===== config.mk =====
export PLATFORM = sky130hd
export DESIGN_NAME = up_counter_hex_display
export DESIGN_NICKNAME = d
export VERILOG_FILES = /design/src/rtl/up_counter_hex_display.sv
export SDC_FILE = /design/constraint.sdc
export NUM_CORES = 1
export LEC_CHECK = 0
export ABC_AREA = 1
export ABC_CLOCK_PERIOD_IN_PS = 4700
export CORE_ASPECT_RATIO = 1.2
export CORE_MARGIN = 2
export CORE_UTILIZATION = 40
export DETAILED_ROUTE_END_ITERATION = 10
export PLACE_DENSITY = 0.58
export SYNTH_ARGS = -nofsm -noshare
export SYNTH_HDL_FRONTEND = slang
export SYNTH_SLANG_ARGS = --single-unit

===== constraint.sdc =====
create_clock -name clk -period 4.7 [get_ports clk]
set_clock_uncertainty 0.1 [all_clocks]
set_input_delay 0.94 -clock clk [delete_from_list [all_inputs] [get_ports clk]]
set_output_delay 0.94 -clock clk [all_outputs]
set_load 0.01 [all_outputs]

===== src/rtl/up_counter_hex_display.sv =====
// up_counter_hex_display: debounced push-button up-counter with a
// loadable saturating limit and two active-low hex digit displays.
module up_counter_hex_display #(
  parameter int unsigned N               = 6,
  parameter logic [15:0] DEBOUNCE_CYCLES = 16'd50000
) (
  input  logic         clk,
  input  logic         rst,
  input  logic         inc,
  input  logic         load,
  input  logic [N-1:0] num,
  output logic [N-1:0] count,
  output logic         done,
  output logic [6:0]   segA,
  output logic [6:0]   segB
);

  localparam int unsigned SW = $clog2(DEBOUNCE_CYCLES + 1);
  // The level flips on the edge that would take stab to DEBOUNCE_CYCLES.
  localparam logic [SW-1:0] STAB_LAST = SW'(DEBOUNCE_CYCLES - 16'd1);

  logic          inc_m_q;
  logic          inc_s_q;
  logic [SW-1:0] stab_q;
  logic [SW-1:0] stab_d;
  logic          inc_db_q;
  logic          inc_db_d;
  logic          inc_db_dly_q;
  logic          press;
  logic [N-1:0]  count_q;
  logic [N-1:0]  count_d;
  logic [N-1:0]  limit_q;
  logic [N-1:0]  limit_d;
  logic          done_q;
  logic          done_d;
  logic [3:0]    lo_nib;
  logic [3:0]    hi_nib;

  // Two-flop synchroniser for the raw button.
  always_ff @(posedge clk or posedge rst) begin
    if (rst) begin
      inc_m_q <= 1'b0;
      inc_s_q <= 1'b0;
    end else begin
      inc_m_q <= inc;
      inc_s_q <= inc_m_q;
    end
  end

  // Count consecutive cycles the synced input disagrees with the
  // accepted level; accept it once it has held long enough.
  always_comb begin
    stab_d   = '0;
    inc_db_d = inc_db_q;
    if (inc_s_q != inc_db_q) begin
      if (stab_q == STAB_LAST) begin
        inc_db_d = inc_s_q;
      end else begin
        stab_d = stab_q + SW'(1);
      end
    end
  end

  // Debounce state and the delayed level used for edge detection.
  always_ff @(posedge clk or posedge rst) begin
    if (rst) begin
      stab_q       <= '0;
      inc_db_q     <= 1'b0;
      inc_db_dly_q <= 1'b0;
    end else begin
      stab_q       <= stab_d;
      inc_db_q     <= inc_db_d;
      inc_db_dly_q <= inc_db_q;
    end
  end

  assign press = inc_db_q & ~inc_db_dly_q;

  // Load beats press; a press at the limit saturates instead of wrapping.
  always_comb begin
    limit_d = limit_q;
    count_d = count_q;
    if (load) begin
      limit_d = num;
      count_d = '0;
    end else if (press && (count_q < limit_q)) begin
      count_d = count_q + N'(1);
    end
    done_d = (count_d == limit_d);
  end

  // Counter, limit and done are all registered together.
  always_ff @(posedge clk or posedge rst) begin
    if (rst) begin
      count_q <= '0;
      limit_q <= '1;
      done_q  <= 1'b0;
    end else begin
      count_q <= count_d;
      limit_q <= limit_d;
      done_q  <= done_d;
    end
  end

  function automatic logic [6:0] hex7(input logic [3:0] d);
    logic [6:0] s;
    case (d)
      4'h0:    s = 7'b0000001;
      4'h1:    s = 7'b1001111;
      4'h2:    s = 7'b0010010;
      4'h3:    s = 7'b0000110;
      4'h4:    s = 7'b1001100;
      4'h5:    s = 7'b0100100;
      4'h6:    s = 7'b0100000;
      4'h7:    s = 7'b0001111;
      4'h8:    s = 7'b0000000;
      4'h9:    s = 7'b0000100;
      4'hA:    s = 7'b0001000;
      4'hB:    s = 7'b1100000;
      4'hC:    s = 7'b0110001;
      4'hD:    s = 7'b1000010;
      4'hE:    s = 7'b0110000;
      4'hF:    s = 7'b0111000;
      default: s = 7'b1111111;
    endcase
    return s;
  endfunction

  assign lo_nib = count_q[3:0];
  assign hi_nib = 4'(count_q >> 4);

  // Display digits follow the registered count combinationally.
  always_comb begin
    segA = hex7(lo_nib);
    segB = hex7(hi_nib);
  end

  assign count = count_q;
  assign done  = done_q;

endmodule


==> summary.md, run 1 <==
| Metric | Value |
|---|---|
| Total track usage | 0.164 |
| Max VDD drop | 184 uV |
| Vias/cell | 4.89 |
| Vias | approximately 1,900 |
| Yosys Warn Count | 0 |
| Syn Inst Count | 290 |
| Non-Filler Instances | 384 |
| Post-CTS repair timing setup buffer count | 0 |
| Status | complete, no violations |
| F_max | between 300 and 400 MHz |
| First-pass GRT wire length | 7.86 mm |
| Commonest non-fill, non-tap cell in the layout | nand2_1 |
| TritonCTS Buffers | 5 |
| CP Launch Type | flip-flop |
| Worst EP required | around 3700 ps |
| Synth Net Count | 312 |
| # IOs | 31 |
| Post_cts resized | 0 |
| Drt total wl | 4.46 mm |
| Dpl hpwl | roughly 3.5 mm |
| Clock latency at the later pin of the worst-skew pair | 280 ps |
| Setup Viol. Count Final | 0 |
| Worst-path cell chain | inv_2, ha_1, inv_1, o32ai_1, clkdlybuf4s50_1 |
| R2R depth | 12 |
| Sequential cell area fraction in the yosys report | 0.380 |
| FFs w/ async S/R, synth | 1.00 |
| Chip Height | 85.1 microns |
| Crit. End Element | primary output |
| Buffers on Ports | 29 |
| Largest net degree at the start of global routing | 34 |
| DR WL/cell | between 10 and 15 microns |
| CTS root buf | clkbuf_8 |
| Setup ws final | approximately 1500 ps |
| Synth Area per Inst | about 7.6 sq um |
| Tot Pwr | approximately 550 uW |
| Layout area overhead | 19.1% |
| Max Cap Viol | 0 |
| Placer congestion estimate | between 0.8 and 0.9 |
| Initial core utilization | 0.414 |
| Vias in the first global route | 1,791 |
| Post-synth EDFFs | 0 |
| Minimum clock period | roughly 3200 ps |
| Place WS | around 1800 ps |
| Standby leakage power | ~1.3 nW |
| CP arrival | about 2100 ps |
| Initial DRC count | between 100 and 150 |
| Crit path kind | reg -> out |
| Yosys reg bits | 33 |
| RSZ-0062 raised after global routing | false |
| Antenna violations before repair | 0 |
| Placed cells | roughly 380 |
| Most frequent cells in the layout | 60 x nand2_1, 51 x inv_1, 29 x clkdlybuf4s50_1, 27 x dfrtp_1, 24 x nor2_1 |
| CP Max Fanout | 9 |
| Power Dens Cells | roughly 210 nW/um^2 |
| CP max stage delay | slightly below 600 ps |
| Die W | between 70 and 80 microns |
| CORE AREA | between 5000 and 6000 sq um |
| Fin crit share | 0.671 |
| H-tree Lvls | 2 |
| Pre-Repair DR Iteration Count | 4 |
| Hold Violations, Final | 0 |
| DRC Markers | 0 |
| CTS Sinks | 33 |
| Top_reg_cell synth | dfrtp_1 |
| Antenna-violating nets left | 0 |
| Layout cell share with drive strength beyond 1 | 0.137 |
| Global route total overflow | 0 |
| Setup TNS | 0 ps |
| Nets | approximately 340 |
| Post-CTS Hold Buffers | 0 |
| Max Root-Sink Buffers | 2 |
| Hold Path Cell Cnt | 0 |
| CTS tree | yes |
| Synth cell types | 39 |
| Worst-path clk slew | ~60 ps |
| Max Slew Vio Count | 0 |
| Total die area | 6100 sq um |
| Synth Cell Area | around 2200 sq um |
| Slowest stage cell, crit path | clkdlybuf4s50_1 |
| # diodes | 0 |
| Hold Crit Class | reg -> reg |
| WHS | ~250 ps |
| Row count | 29 |
-- per-layer routing --
layer | global-route usage | wire length, microns | part of all wire | up-vias
met2 | 0.294 | 2290 | 0.51 | 35
met5 | 0 | 0 | 0 | -
met1 | 0.187 | 1910 | 0.43 | 854
met3 | 0.0285 | 133 | 0.030 | 10
li1 | - | - | - | 977
met4 | 0.0720 | 127 | 0.028 | 0
-- worst max-delay path, delay by kind of cell (launching register included) --
| kind | cells | cell delay, ps |
|---|---|---|
| compound gates | 1 | 260 |
| buf+inv | 3 | 770 |
| fa+ha+maj | 1 | 290 |
| flops | 1 | 520 |
-- power breakdown --
group	switching [mW]	internal, mW	leakage [nW]
Clock	0.0965	0.105	0.0395
Combinational	0.0284	0.0183	0.817
Sequential	0.00427	0.295	0.433
Total	0.129	0.419	1.29
-- stage by stage --
step / instance area, sq um / util
CTS: 2610 / 0.493
finish: 2610 / 0.493
global placement: 2530 / 0.478
floorplan: 2190 / -
detailed placement: 2530 / 0.478
global route: 2610 / 0.493
-- layout make-up --
cell class	instances	area, sq um
clock buffer	8	80.1
fill	536	2680
inverter	57	214
multi-input combinational	194	1110
sequential	33	833
tap	62	77.6
timing repair buffer	30	298
-- cell usage after synthesis (3+ instances only) --
cell | n | area, sq um
a21oi_1 | 6 | 30.0
buf_4 | 3 | 22.5
dfrtp_1 | 27 | 676
dfstp_2 | 6 | 158
ha_1 | 12 | 150
inv_1 | 51 | 191
inv_2 | 6 | 22.5
nand2_1 | 60 | 225
nand2_2 | 6 | 37.5
nand3_1 | 20 | 100
nand3_2 | 3 | 30.0
nand4_1 | 9 | 56.3
nor2_1 | 24 | 90.1
nor2_4 | 4 | 45.0
nor3_1 | 3 | 15.0
o21ai_0 | 15 | 75.1
or2_2 | 5 | 31.3
xor2_1 | 4 | 35.0
-- flip-flops by register name (all words and copies together) (netlist names) --
name          cells
inc_s_q           1
inc_db_dly_q      1
limit_q           6
count             6
stab_q           16
inc_m_q           1
inc_db_q          1
done              1
-- cell families after synthesis --
logic type / count (synthesis) / share of synthesized area
AOI/OAI and AO/OA: 32 / 0.0832
xor gates and xnor gates: 5 / 0.0200
adders and majority gates: 12 / 0.0684
buffers and inverters: 63 / 0.114
DFF: 33 / 0.380
muxes: 1 / 0.00513
other: 1 / 0.00171
and+or+nand+nor: 143 / 0.328
-- final timing paths --
path | endpoint | start | slack [ps]
setup reg to reg | done | count[3] | 2470
min in group asynchronous | inc_db_dly_q | rst | 950
hold reg to reg | inc_s_q | inc_m_q | 250
setup / recovery | segA[5] | count[0] | 1550
max in group asynchronous | limit_q[1] | rst | 3220
hold / removal | inc_s_q | inc_m_q | 250
No activity file was read; power rests on OpenSTA's default activity.
==> inputs of run 2 (changes only) <==
--- a/config.mk
+++ b/config.mk
@@ -6,7 +6,7 @@
 export NUM_CORES = 1
 export LEC_CHECK = 0
 export ABC_AREA = 1
-export ABC_CLOCK_PERIOD_IN_PS = 4700
+export ABC_CLOCK_PERIOD_IN_PS = 3300
 export CORE_ASPECT_RATIO = 1.2
 export CORE_MARGIN = 2
 export CORE_UTILIZATION = 40
==> constraint.sdc (replaced) <==
create_clock -name clk -period 3.3 [get_ports clk]
set_clock_uncertainty 0.1 [all_clocks]
set_input_delay 0.66 -clock clk [delete_from_list [all_inputs] [get_ports clk]]
set_output_delay 0.66 -clock clk [all_outputs]
set_load 0.01 [all_outputs]
==> run 2 against run 1 <==
  * Clock-buffer cell count shrank 1
  * Via count grew 1.1%
  * Worst setup slack lost 1100 ps
  * Worst hold slack improved by 8.1 ps
  * Non-clock buffer count is 1 higher
  * Sequential share of layout area shrank 0.53 points
  * First-iteration DRC count down 22%
  * Wire length about the same
  * Flip-flop and latch count is the same
  * Final cell count increased by 0.26%
  * Clock power increased by 90%
  * Sequential power up 42%
==> summary.md, run 2 (synthesis gave the netlist of run 1 again) <==
| Metric | Value |
|---|---|
| # IOs | 31 (unchanged) |
| Worst EP required | 2540 ps (-1120 ps) |
| Placed cells | 377 (+0.27%) |
| # diodes | 0 (unchanged) |
| Reg area | 833 sq um (unchanged) |
| Max reg flops | 16 (unchanged) |
| Non-Filler Instances | 385 (+0.26%) |
| Tot Pwr | 878 uW (+60%) |
| Largest net degree at the start of global routing | 34 (unchanged) |
| Fin crit share | 0.870 |
| Layout cell share with drive strength beyond 1 | 0.146 (+0.00886) |
| TritonCTS Buffers | 5 (unchanged) |
| Row count | 29 (unchanged) |
| DRC Markers | 0 (unchanged) |
| Vias/cell | 4.93 (+0.86%) |
| CTS tree | yes |
| Total track usage | 0.167 (+0.00308) |
| First-pass GRT wire length | 8.05 mm (+2.5%) |
| Post-CTS repair timing setup buffer count | 0 (unchanged) |
| Place WS | 721 ps (-1120 ps) |
| Fill cells | 526 (-1.9%) |
| Standby leakage power | 1.31 nW (+1.8%) |
| CORE AREA | 5300 sq um (unchanged) |
| Placed Area | 2540 sq um (+0.30%) |
| CP Launch Type | flip-flop |
| Max Cap Viol | 0 (unchanged) |
| CTS root buf | clkbuf_8 |
| Crit. End Element | primary output |
| Setup ws final | 428 ps (-1120 ps) |
| Nets | 344 (+0.29%) |
| Initial DRC count | 79 (-22%) |
| Hold Violations, Final | 0 (unchanged) |
| Post-Layout Inst Area | 2660 sq um (+1.7%) |
| Initial core utilization | 0.414 (unchanged) |
| Vias | 1,897 (+1.1%) |
| Pre-Repair DR Iteration Count | 4 (unchanged) |
| Max Root-Sink Buffers | 2 (unchanged) |
| Crit path kind | reg -> out |
| Minimum clock period | approximately 2900 ps |
| H-tree Lvls | 2 (unchanged) |
| Post_cts resized | 0 (unchanged) |
| Clock latency at the later pin of the worst-skew pair | 280 ps (about the same) |
| Layout area overhead | 21.1% |
| Antenna violations before repair | 0 (unchanged) |
| Area taken by multi-input logic gates | 1110 sq um (unchanged) |
| Hold Crit Class | reg -> reg |
| RSZ-0062 raised after global routing | false |
| Max VDD drop | 336 uV (+82%) |
| Global route total overflow | 0 (unchanged) |
| Setup TNS | 0 ps (unchanged) |
| Final core occ | 0.502 (+0.00827) |
| Post-CTS Hold Buffers | 0 (unchanged) |
| Antenna-violating nets left | 0 (unchanged) |
| DR WL/cell | 11.6 microns (-0.17%) |
| Max Slew Vio Count | 0 (unchanged) |
| Worst-path clk slew | 60 ps (about the same) |
| Commonest non-fill, non-tap cell in the layout | nand2_1 |
| CP arrival | 2110 ps (about the same) |
| Placer congestion estimate | 0.846 (+1.7%) |
| Drt total wl | 4.47 mm (about the same) |
| CTS Sinks | 33 (unchanged) |
| Dpl hpwl | 3.54 mm (+2.1%) |
| Biggest register | stab_q |
| WHS | 254 ps (+8.07 ps) |
| Buffers on Ports | 29 (unchanged) |
| Power Dens Cells | 330 nW/um^2 (+58%) |
| Vias in the first global route | 1,869 (+4.4%) |
| Setup Viol. Count Final | 0 (unchanged) |
| F_max | about 350 MHz |
| Chip Height | 85.1 microns (unchanged) |
| Status | complete, no violations |
| Most frequent cells in the layout | 60 x nand2_1, 51 x inv_1, 29 x clkdlybuf4s50_1, 27 x dfrtp_1, 24 x nor2_1 |
| Total die area | 6100 sq um (unchanged) |
| CP Max Fanout | 9 (unchanged) |
| Die W | 71.6 microns (unchanged) |
## run 2: worst max-delay path: stages (launching register included)
cell and delay, ps:
dfrtp_1 520, inv_2 130, ha_1 290, inv_1 60, o32ai_1 260, clkdlybuf4s50_1 580
## run 2: final timing paths
check / startpoint / endpoint / slack, ps / cells past startpoint
max in group asynchronous: rst / limit_q[0] / 2090 / 3
worst min register to register: inc_m_q / inc_s_q / 250 / 0
min in group asynchronous: rst / count[5] / 670 / 3
worst max-delay path: count[0] / segA[5] / 430 / 5
worst max register to register: count[3] / done / 1120 / 12
worst min-delay path: inc_m_q / inc_s_q / 250 / 0
## run 2: final cells by class
type / instances / area share
multi-input combinational: 194 / 0.418
sequential: 33 / 0.314
timing repair buffer: 31 / 0.115
inverter: 57 / 0.0805
clock buffer: 7 / 0.0325
tap: 62 / 0.0292
clock inverter: 1 / 0.0113
## run 2: metal layers
layer | global-route usage | wire length, microns
met1 | 0.196 | 1920
met2 | 0.290 | 2250
met3 | 0.0333 | 159
met4 | 0.0755 | 135
met5 | 0 | 0
## run 2: where the power goes
| group | total (mW) | switching [mW] | internal (mW) |
|---|---|---|---|
| Clock | 0.384 | 0.138 | 0.246 |
| Sequential | 0.426 | 0.00610 | 0.420 |
| Combinational | 0.0676 | 0.0408 | 0.0268 |
| Total | 0.878 | 0.185 | 0.693 |
==> inputs of run 3 (changes only) <==
--- a/config.mk
+++ b/config.mk
@@ -6,7 +6,6 @@
 export NUM_CORES = 1
 export LEC_CHECK = 0
 export ABC_AREA = 1
-export ABC_CLOCK_PERIOD_IN_PS = 3300
 export CORE_ASPECT_RATIO = 1.2
 export CORE_MARGIN = 2
 export CORE_UTILIZATION = 40
==> results of run 3 <==
No change in the layout: final DEF, timing and power equal those of run 2.
